### config.mk
export PLATFORM = sky130hd
export DESIGN_NAME = conv2d_core
export DESIGN_NICKNAME = d
export VERILOG_FILES = /design/src/rtl/conv2d_pkg.sv /design/src/rtl/conv_mac.sv /design/src/rtl/conv2d_core.sv
export SDC_FILE = /design/constraint.sdc
export NUM_CORES = 1
export LEC_CHECK = 0
export ABC_AREA = 0
export CAP_MARGIN = 30
export CORE_MARGIN = 2
export CORE_UTILIZATION = 40
export DETAILED_ROUTE_END_ITERATION = 10
export PLACE_DENSITY = 0.62
export RECOVER_POWER = 25
export SETUP_SLACK_MARGIN = 0.15
export SLEW_MARGIN = 20
export SYNTH_ARGS = -nofsm -noshare
export SYNTH_HDL_FRONTEND = slang
export SYNTH_SLANG_ARGS = --single-unit
export TNS_END_PERCENT = 50
### constraint.sdc
create_clock -name clk -period 11.3 [get_ports clk]
set_input_delay 2.26 -clock clk [delete_from_list [all_inputs] [get_ports clk]]
set_output_delay 2.26 -clock clk [all_outputs]
set_load 0.01 [all_outputs]
### src/rtl/conv2d_pkg.sv
`default_nettype none
// ============================================================================
// conv2d_pkg : shared types and helpers for the conv2d_core MAC engine
// Revision   : 1.0
// ============================================================================
package conv2d_pkg;

  localparam int SAT_W = 64;

  typedef enum logic [1:0] {
    ST_IDLE = 2'd0,
    ST_RUN  = 2'd1,
    ST_DONE = 2'd2
  } state_t;

  function automatic int out_dim(input int in_dim, input int pad, input int k, input int stride);
    return (in_dim + 2 * pad - k) / stride + 1;
  endfunction

  // Product width plus headroom for MACS additions plus one guard bit.
  function automatic int acc_width(input int data_size, input int macs);
    return 2 * data_size + $clog2(macs) + 1;
  endfunction

  function automatic logic signed [SAT_W-1:0] sat(input logic signed [SAT_W-1:0] acc,
                                                  input int data_size);
    logic signed [SAT_W-1:0] hi;
    logic signed [SAT_W-1:0] lo;
    hi = (64'sd1 <<< (data_size - 1)) - 64'sd1;
    lo = -hi - 64'sd1;
    if (acc > hi)      return hi;
    else if (acc < lo) return lo;
    else               return acc;
  endfunction

endpackage
`default_nettype wire

### src/rtl/conv_mac.sv
`default_nettype none
// ============================================================================
// conv_mac : signed multiply-accumulate with clear and saturated result
// Revision : 1.0
// ============================================================================
module conv_mac
  import conv2d_pkg::*;
#(
  parameter int DATA_SIZE = 8,
  parameter int ACC_W     = 21
) (
  input  logic                        clk,
  input  logic                        reset,
  input  logic                        clear,
  input  logic                        valid,
  input  logic                        last,
  input  logic signed [DATA_SIZE-1:0] a,
  input  logic signed [DATA_SIZE-1:0] b,
  output logic signed [DATA_SIZE-1:0] result
);

  logic signed [2*DATA_SIZE-1:0] prod;
  logic signed [ACC_W-1:0]       sum;
  logic signed [ACC_W-1:0]       acc_d;
  logic signed [ACC_W-1:0]       acc_q;

  // result reflects the running sum including the current tap, so the
  // core can store it on the last tap without an extra cycle.
  always_comb begin
    prod   = (2*DATA_SIZE)'(a) * (2*DATA_SIZE)'(b);
    sum    = acc_q + ACC_W'(prod);
    result = DATA_SIZE'(sat(SAT_W'(sum), DATA_SIZE));
    acc_d  = acc_q;
    if (clear)      acc_d = '0;
    else if (valid) acc_d = last ? '0 : sum;
  end

  always_ff @(posedge clk) begin
    if (reset) acc_q <= '0;
    else       acc_q <= acc_d;
  end

endmodule
`default_nettype wire

### src/rtl/conv2d_core.sv
`default_nettype none
// ============================================================================
// conv2d_core : sequential 2-D convolution, one MAC per clock
// Revision    : 1.0
// ============================================================================
module conv2d_core
  import conv2d_pkg::*;
#(
  parameter int IN_CHANNELS  = 1,
  parameter int OUT_CHANNELS = 1,
  parameter int KERN_H       = 3,
  parameter int KERN_W       = 3,
  parameter int STRIDE_H     = 1,
  parameter int STRIDE_W     = 1,
  parameter int PAD_H        = 0,
  parameter int PAD_W        = 0,
  parameter int IN_H         = 4,
  parameter int IN_W         = 4,
  parameter int DATA_SIZE    = 8,
  localparam int OUT_H     = out_dim(IN_H, PAD_H, KERN_H, STRIDE_H),
  localparam int OUT_W     = out_dim(IN_W, PAD_W, KERN_W, STRIDE_W),
  localparam int MACS      = IN_CHANNELS * KERN_H * KERN_W,
  localparam int KERN_N    = OUT_CHANNELS * MACS,
  localparam int KA_W      = (KERN_N > 1) ? $clog2(KERN_N) : 1,
  localparam int IN_N      = IN_CHANNELS * IN_H * IN_W,
  localparam int OUT_N     = OUT_CHANNELS * OUT_H * OUT_W
) (
  input  logic                          clk,
  input  logic                          reset,
  input  logic                          start,
  input  logic [IN_N*DATA_SIZE-1:0]     in_data,
  input  logic                          kern_we,
  input  logic [KA_W-1:0]               kern_addr,
  input  logic [DATA_SIZE-1:0]          kern_wdata,
  output logic                          busy,
  output logic                          done,
  output logic [OUT_N*DATA_SIZE-1:0]    out_data
);

  localparam int IN_IDX_W  = (IN_N > 1) ? $clog2(IN_N) : 1;
  localparam int OUT_IDX_W = (OUT_N > 1) ? $clog2(OUT_N) : 1;
  localparam int ACC_W     = acc_width(DATA_SIZE, MACS);

  logic signed [DATA_SIZE-1:0] kernels [KERN_N];

  state_t                    state_q, state_d;
  logic [IN_N*DATA_SIZE-1:0] in_q, in_d;
  logic [DATA_SIZE-1:0]      out_q [OUT_N];
  logic [DATA_SIZE-1:0]      out_d [OUT_N];
  int                        kc_q, kr_q, c_q, x_q, r_q, o_q;
  int                        kc_d, kr_d, c_d, x_d, r_d, o_d;

  logic signed [DATA_SIZE-1:0] in_elem [IN_N];
  int                          row, col;
  logic                        in_bounds;
  logic [IN_IDX_W-1:0]         in_idx;
  logic [KA_W-1:0]             k_idx;
  logic [OUT_IDX_W-1:0]        out_idx;
  logic signed [DATA_SIZE-1:0] tap_a, tap_b, mac_result;
  logic                        mac_clear, mac_valid;
  logic                        tap_last, elem_last;

  always_ff @(posedge clk) begin
    if (kern_we && (int'(kern_addr) < KERN_N)) kernels[kern_addr] <= kern_wdata;
  end

  for (genvar i = 0; i < IN_N; i++) begin : g_unpack
    assign in_elem[i] = in_q[i*DATA_SIZE +: DATA_SIZE];
  end

  for (genvar i = 0; i < OUT_N; i++) begin : g_pack
    assign out_data[i*DATA_SIZE +: DATA_SIZE] = out_q[i];
  end

  // Padding taps read zero but still occupy a cycle, keeping latency fixed.
  always_comb begin
    row       = r_q * STRIDE_H + kr_q - PAD_H;
    col       = x_q * STRIDE_W + kc_q - PAD_W;
    in_bounds = (row >= 0) && (row < IN_H) && (col >= 0) && (col < IN_W);
    in_idx    = in_bounds ? IN_IDX_W'((c_q * IN_H + row) * IN_W + col) : '0;
    k_idx     = KA_W'(((o_q * IN_CHANNELS + c_q) * KERN_H + kr_q) * KERN_W + kc_q);
    out_idx   = OUT_IDX_W'((o_q * OUT_H + r_q) * OUT_W + x_q);
    tap_a     = in_bounds ? in_elem[in_idx] : '0;
    tap_b     = kernels[k_idx];
    tap_last  = (kc_q == KERN_W - 1) && (kr_q == KERN_H - 1) && (c_q == IN_CHANNELS - 1);
    elem_last = (x_q == OUT_W - 1) && (r_q == OUT_H - 1) && (o_q == OUT_CHANNELS - 1);
  end

  conv_mac #(
    .DATA_SIZE (DATA_SIZE),
    .ACC_W     (ACC_W)
  ) u_mac (
    .clk    (clk),
    .reset  (reset),
    .clear  (mac_clear),
    .valid  (mac_valid),
    .last   (tap_last),
    .a      (tap_a),
    .b      (tap_b),
    .result (mac_result)
  );

  always_comb begin
    state_d   = state_q;
    in_d      = in_q;
    out_d     = out_q;
    kc_d      = kc_q;
    kr_d      = kr_q;
    c_d       = c_q;
    x_d       = x_q;
    r_d       = r_q;
    o_d       = o_q;
    mac_clear = 1'b0;
    mac_valid = 1'b0;
    unique case (state_q)
      ST_IDLE: begin
        if (start) begin
          state_d   = ST_RUN;
          in_d      = in_data;
          mac_clear = 1'b1;
          kc_d = 0; kr_d = 0; c_d = 0; x_d = 0; r_d = 0; o_d = 0;
        end
      end
      ST_RUN: begin
        mac_valid = 1'b1;
        if (kc_q != KERN_W - 1) kc_d = kc_q + 1;
        else begin
          kc_d = 0;
          if (kr_q != KERN_H - 1) kr_d = kr_q + 1;
          else begin
            kr_d = 0;
            c_d  = (c_q == IN_CHANNELS - 1) ? 0 : c_q + 1;
          end
        end
        if (tap_last) begin
          out_d[out_idx] = mac_result;
          if (elem_last) state_d = ST_DONE;
          if (x_q != OUT_W - 1) x_d = x_q + 1;
          else begin
            x_d = 0;
            if (r_q != OUT_H - 1) r_d = r_q + 1;
            else begin
              r_d = 0;
              o_d = (o_q == OUT_CHANNELS - 1) ? 0 : o_q + 1;
            end
          end
        end
      end
      ST_DONE: state_d = ST_IDLE;
      default: state_d = ST_IDLE;
    endcase
  end

  always_ff @(posedge clk) begin
    if (reset) begin
      state_q <= ST_IDLE;
      in_q    <= '0;
      for (int i = 0; i < OUT_N; i++) out_q[i] <= '0;
      kc_q <= 0; kr_q <= 0; c_q <= 0; x_q <= 0; r_q <= 0; o_q <= 0;
    end else begin
      state_q <= state_d;
      in_q    <= in_d;
      out_q   <= out_d;
      kc_q <= kc_d; kr_q <= kr_d; c_q <= c_d; x_q <= x_d; r_q <= r_d; o_q <= o_d;
    end
  end

  assign busy = (state_q == ST_RUN);
  assign done = (state_q == ST_DONE);

endmodule
`default_nettype wire

==> flow_summary_export.csv <==
group,metric,value,unit
worst_setup_path,critical_path.startpoint_type,"flip-flop",
die,die_h,267.1,µm
global_route,grt-busiest-layer,"met2",
sta,worst_slew_margin_rel,-34.09,%
die,num_rows,96,
final_layout,drive_gt1_share,8.348,%
worst_setup_path,regToRegSetupSlack,0.61,ns
sta,fin_skew,0.03947,ns
worst_setup_path,critical_path.endpoint_type,"flip-flop",
sta,clock.fmax,93.58,MHz
synthesis,synthCells,3207,
global_route,grt_first_pass_wirelength,124.5,mm
final_layout,final_net_count,3739,
drt,wirelength,79.45,mm
outcome,run_status,"finished with violations",
sta,setup_viol,0,
final_layout,antenna_cells_inserted,0,
global_route,grt_overflow_total,0,
placement,detailed_place_hpwl,59.03,mm
sta,worst-slew-pin-transition,2.006,ns
die,fp.dieW,267.1,µm
synthesis,synth_area_leaders,"dfxtp_1 (27%), edfxtp_1 (7.8%), fa_1 (7.2%), nand2_1 (6.5%), ha_1 (6.1%)",
sta,finalWorstSetupSlack,0.6144,ns
die,pin_count,178,
worst_setup_path,maximum_fanout_encountered_on_the_critical_timing_path,7,
drt,drt_drc_violations_left,0,
clock_tree,ctsHtreeMaxLevel,2,
worst_setup_path,cpMostUsedCell,"fa_1",
sta,rsz0062_at_grt,"false",
drt,vias_per_cell,5.493,
clock_tree,ctsRootBufferMaster,"clkbuf_16",
clock_tree,clk_path_buf_depth,3,
clock_tree,cts_sinks,447,
global_route,groute.usage.overall,21.83,%
worst_setup_path,kind_of_critical_path,"flip-flop to flip-flop",
sta,fin_crit_sh,94.56,%
synthesis,ys_types,83,
outcome,violations,"max-capacitance violations, max-slew violations",
drt,ant_nets,0,
power_and_ir_drop,p_total,9.919,mW
clock_tree,tritoncts_clock_tree,"built",
die,design.die.area,71340,µm²
synthesis,synthDominantAreaCellType,"dfxtp_1",
worst_setup_path,critPathMaxStageDelay,0.57,ns
clock_tree,clk_lat_worst_skew,0.62,ns
final_layout,post-route-util,47.65,%
synthesis,post_synth_edffs,72,
die,core,68590,µm²
drt,wire_per_inst,18.34,µm
worst_setup_path,regToRegStartpoint,"c_q[0]",
global_route,met1_capacity_usage_during_global_routing,30.73,%
global_route,met2_global_route_usage,33.58,%
synthesis,postSynthAreaPerCell,8.634,µm²
synthesis,yosysTopAreaCellShare,27.11,%
synthesis,total_standard_cell_area_after_synthesis,27690,µm²
power_and_ir_drop,leakagePower,12.45,nW
synthesis,yosysWarnings,0,
synthesis,flops_latches_synth,447,
worst_hold_path,holdCritStartpoint,"in_q[110]",
drt,via_count,23800,
global_route,largest_net_degree_at_the_start_of_global_routing,95,
power_and_ir_drop,pwr_per_cell_area,303.5,nW/µm²
synthesis,ys_dominant_reg_cell,"dfxtp_1",
worst_setup_path,critPathArrivalTime,11.15,ns
drt,drt-initial-drc-count,1696,
worst_setup_path,timing.critical_path.required,11.76,ns
job,cap_viol_max_count,1,
global_route,grt.met3_usage,3.990,%
worst_setup_path,launch_point_of_the_critical_path,"c_q[0]",
sta,timing_hold_violations_final,0,
worst_setup_path,crit_slowest_cell,"fa_1",
sta,count_of_final_max_slew_check_failures,54,
synthesis,syn_nets,3586,
synthesis,synth_sequential_area_ratio,34.92,%
final_layout,synthToLayoutAreaGrowth,18.03,%
global_route,grt_pass1_vias,22450,
clock_tree,cts.reportedPaths.clkPinSlew,0.06,ns
die,starting_density,40.37,%
drt,drt_pass1_iterations,7,
worst_hold_path,worstHoldPathType,"flip-flop to flip-flop",
power_and_ir_drop,power.ir.vdd_worst,0.5976,mV
synthesis,asyncSetResetFlopFracSynth,0,%
placement,place.port_buffers,177,
clock_tree,numCtsBuffers,50,
global_route,grt_antenna_before_repair,0,
placement,preCtsSetupSlack,-0.1173,ns
sta,post-route-min-period,10.69,ns
placement,gp_routability_congestion,0.8895,
-- final timing paths --
check,to,depth (start not counted)
worst max register to register,out_data[9],40
worst min-delay path,in_q[110],2
worst min register to register,in_q[110],2
worst max-delay path,out_data[9],40
-- logic make-up after synthesis --
logic type | synth area share, %
and+or+nand+nor | 21.64
DFF | 34.92
adders and majority gates | 13.33
buffers and inverters | 4.275
AOI/OAI and AO/OA | 15.32
muxes | 4.916
xor gates and xnor gates | 5.599
-- final cells by class --
class                   count  area [µm²]
fillers                  6552       35900
clock buffers              63        1320
repair buffers            239        2283
flip-flops and latches    447        9672
clock inverters            31       341.6
well taps                 931        1165
multi-input cells        2452       17250
inverters                 170       645.6
-- placed cells by master (no fill, tap or decap), types with 11 or more instances in the layout --
master,n
nand2_1,470
dfxtp_1,373
nor2_1,309
a21oi_1,282
inv_1,167
clkdlybuf4s50_1,165
ha_1,132
o21ai_0,114
fa_1,97
nand3_1,94
xor2_1,92
xnor2_1,78
nor3_1,74
edfxtp_1,72
and3_1,62
nor4_1,57
clkbuf_16,51
buf_4,51
nand4_1,45
a211oi_1,44
mux4_2,40
or3_1,38
mux2i_1,33
a21o_1,28
nand2b_1,22
a311oi_1,21
a22oi_1,20
a31oi_1,16
clkbuf_1,14
o2111ai_1,13
or2_2,13
clkinv_2,13
and2_1,12
o21a_1,12
dlygate4sd3_1,11
-- routing by layer --
layer  part of all wire, %  vias to the layer above
li1                      -                    11700
met1                    47                    11310
met2                    44                      674
met3                   6.5                      116
met4                   3.2                        0
met5                     0                        -
-- flip-flops by register name, summed over array words and instances (netlist names) --
signal       flops
in_q           128
kernels         72
c_q             32
kc_q            32
kr_q            32
o_q             32
out_data        32
r_q             32
x_q             32
u_mac.acc_q     21
state_q          2
-- report_power, final --
part	leakage (nW)	switching [mW]	total [mW]	internal, mW
clock network	0.818	0.718	1.67	0.953
registers	3.69	0.0373	1.72	1.68
logic	7.94	3.84	6.53	2.69
total	12.4	4.59	9.92	5.33
-- worst max-delay path: cells and delay by family, from the launching register on --
kind / cells / cell delay, ns
AND/OR/NAND/NOR: 6 / 1.78
XOR/XNOR: 6 / 0.99
flip-flops: 1 / 0.33
AO/OA/AOI/OAI: 7 / 1.06
buffers and inverters: 7 / 0.61
adder cells (fa/ha/maj): 14 / 5.78
-- through the flow --
stage | instance area [µm²] | instances | setup TNS [ns] | hold WS (ns)
after floorplan | 27720 | 3207 | 0 | 0.4331
after global placement | 30540 | 4226 | 0 | 0.4405
after detailed placement | 30540 | 4226 | -1.786 | 0.4448
after CTS | 32220 | 4320 | 0 | 0.4535
after global routing | 32680 | 4333 | 0 | 0.4685
final | 32680 | 4333 | 0 | 0.4515
-- timing repair --
| item | CTS | global route |
|---|---|---|
| hold buffers | 0 | 0 |
| gates resized for setup | 4 | 70 |
| endpoints found under the setup margin | 28 | 33 |
| buffers inserted | 0 | 11 |
| hold endpoints to repair | 0 | 0 |
| gates cloned | 0 | 1 |
| pin swaps | 0 | 20 |
-- cells in the mapped netlist (9+ instances only) --
| library cell | n |
|---|---|
| nor3_1 | 86 |
| a21o_1 | 28 |
| o21ai_0 | 115 |
| nor4_1 | 59 |
| mux2i_1 | 37 |
| nor4b_1 | 9 |
| dfxtp_1 | 375 |
| or2_2 | 13 |
| and2_1 | 13 |
| nand3_1 | 94 |
| nand4_1 | 45 |
| a22oi_1 | 20 |
| buf_1 | 14 |
| nand2b_1 | 22 |
| a31oi_1 | 17 |
| xnor2_1 | 82 |
| a211oi_1 | 46 |
| a21oi_1 | 283 |
| o21a_1 | 12 |
| and3_1 | 64 |
| and4_1 | 10 |
| edfxtp_1 | 72 |
| o2111a_1 | 9 |
| or3_1 | 40 |
| o221a_2 | 9 |
| inv_1 | 169 |
| nor3b_1 | 9 |
| a311oi_1 | 21 |
| xor2_1 | 95 |
| mux4_2 | 40 |
| nand2_1 | 477 |
| ha_1 | 135 |
| nand3b_1 | 9 |
| or4_1 | 10 |
| nor2b_1 | 10 |
| nor2_1 | 309 |
| o2111ai_1 | 13 |
| clkbuf_1 | 119 |
| fa_1 | 100 |
Note: power is estimated with default switching activity, not from simulation.
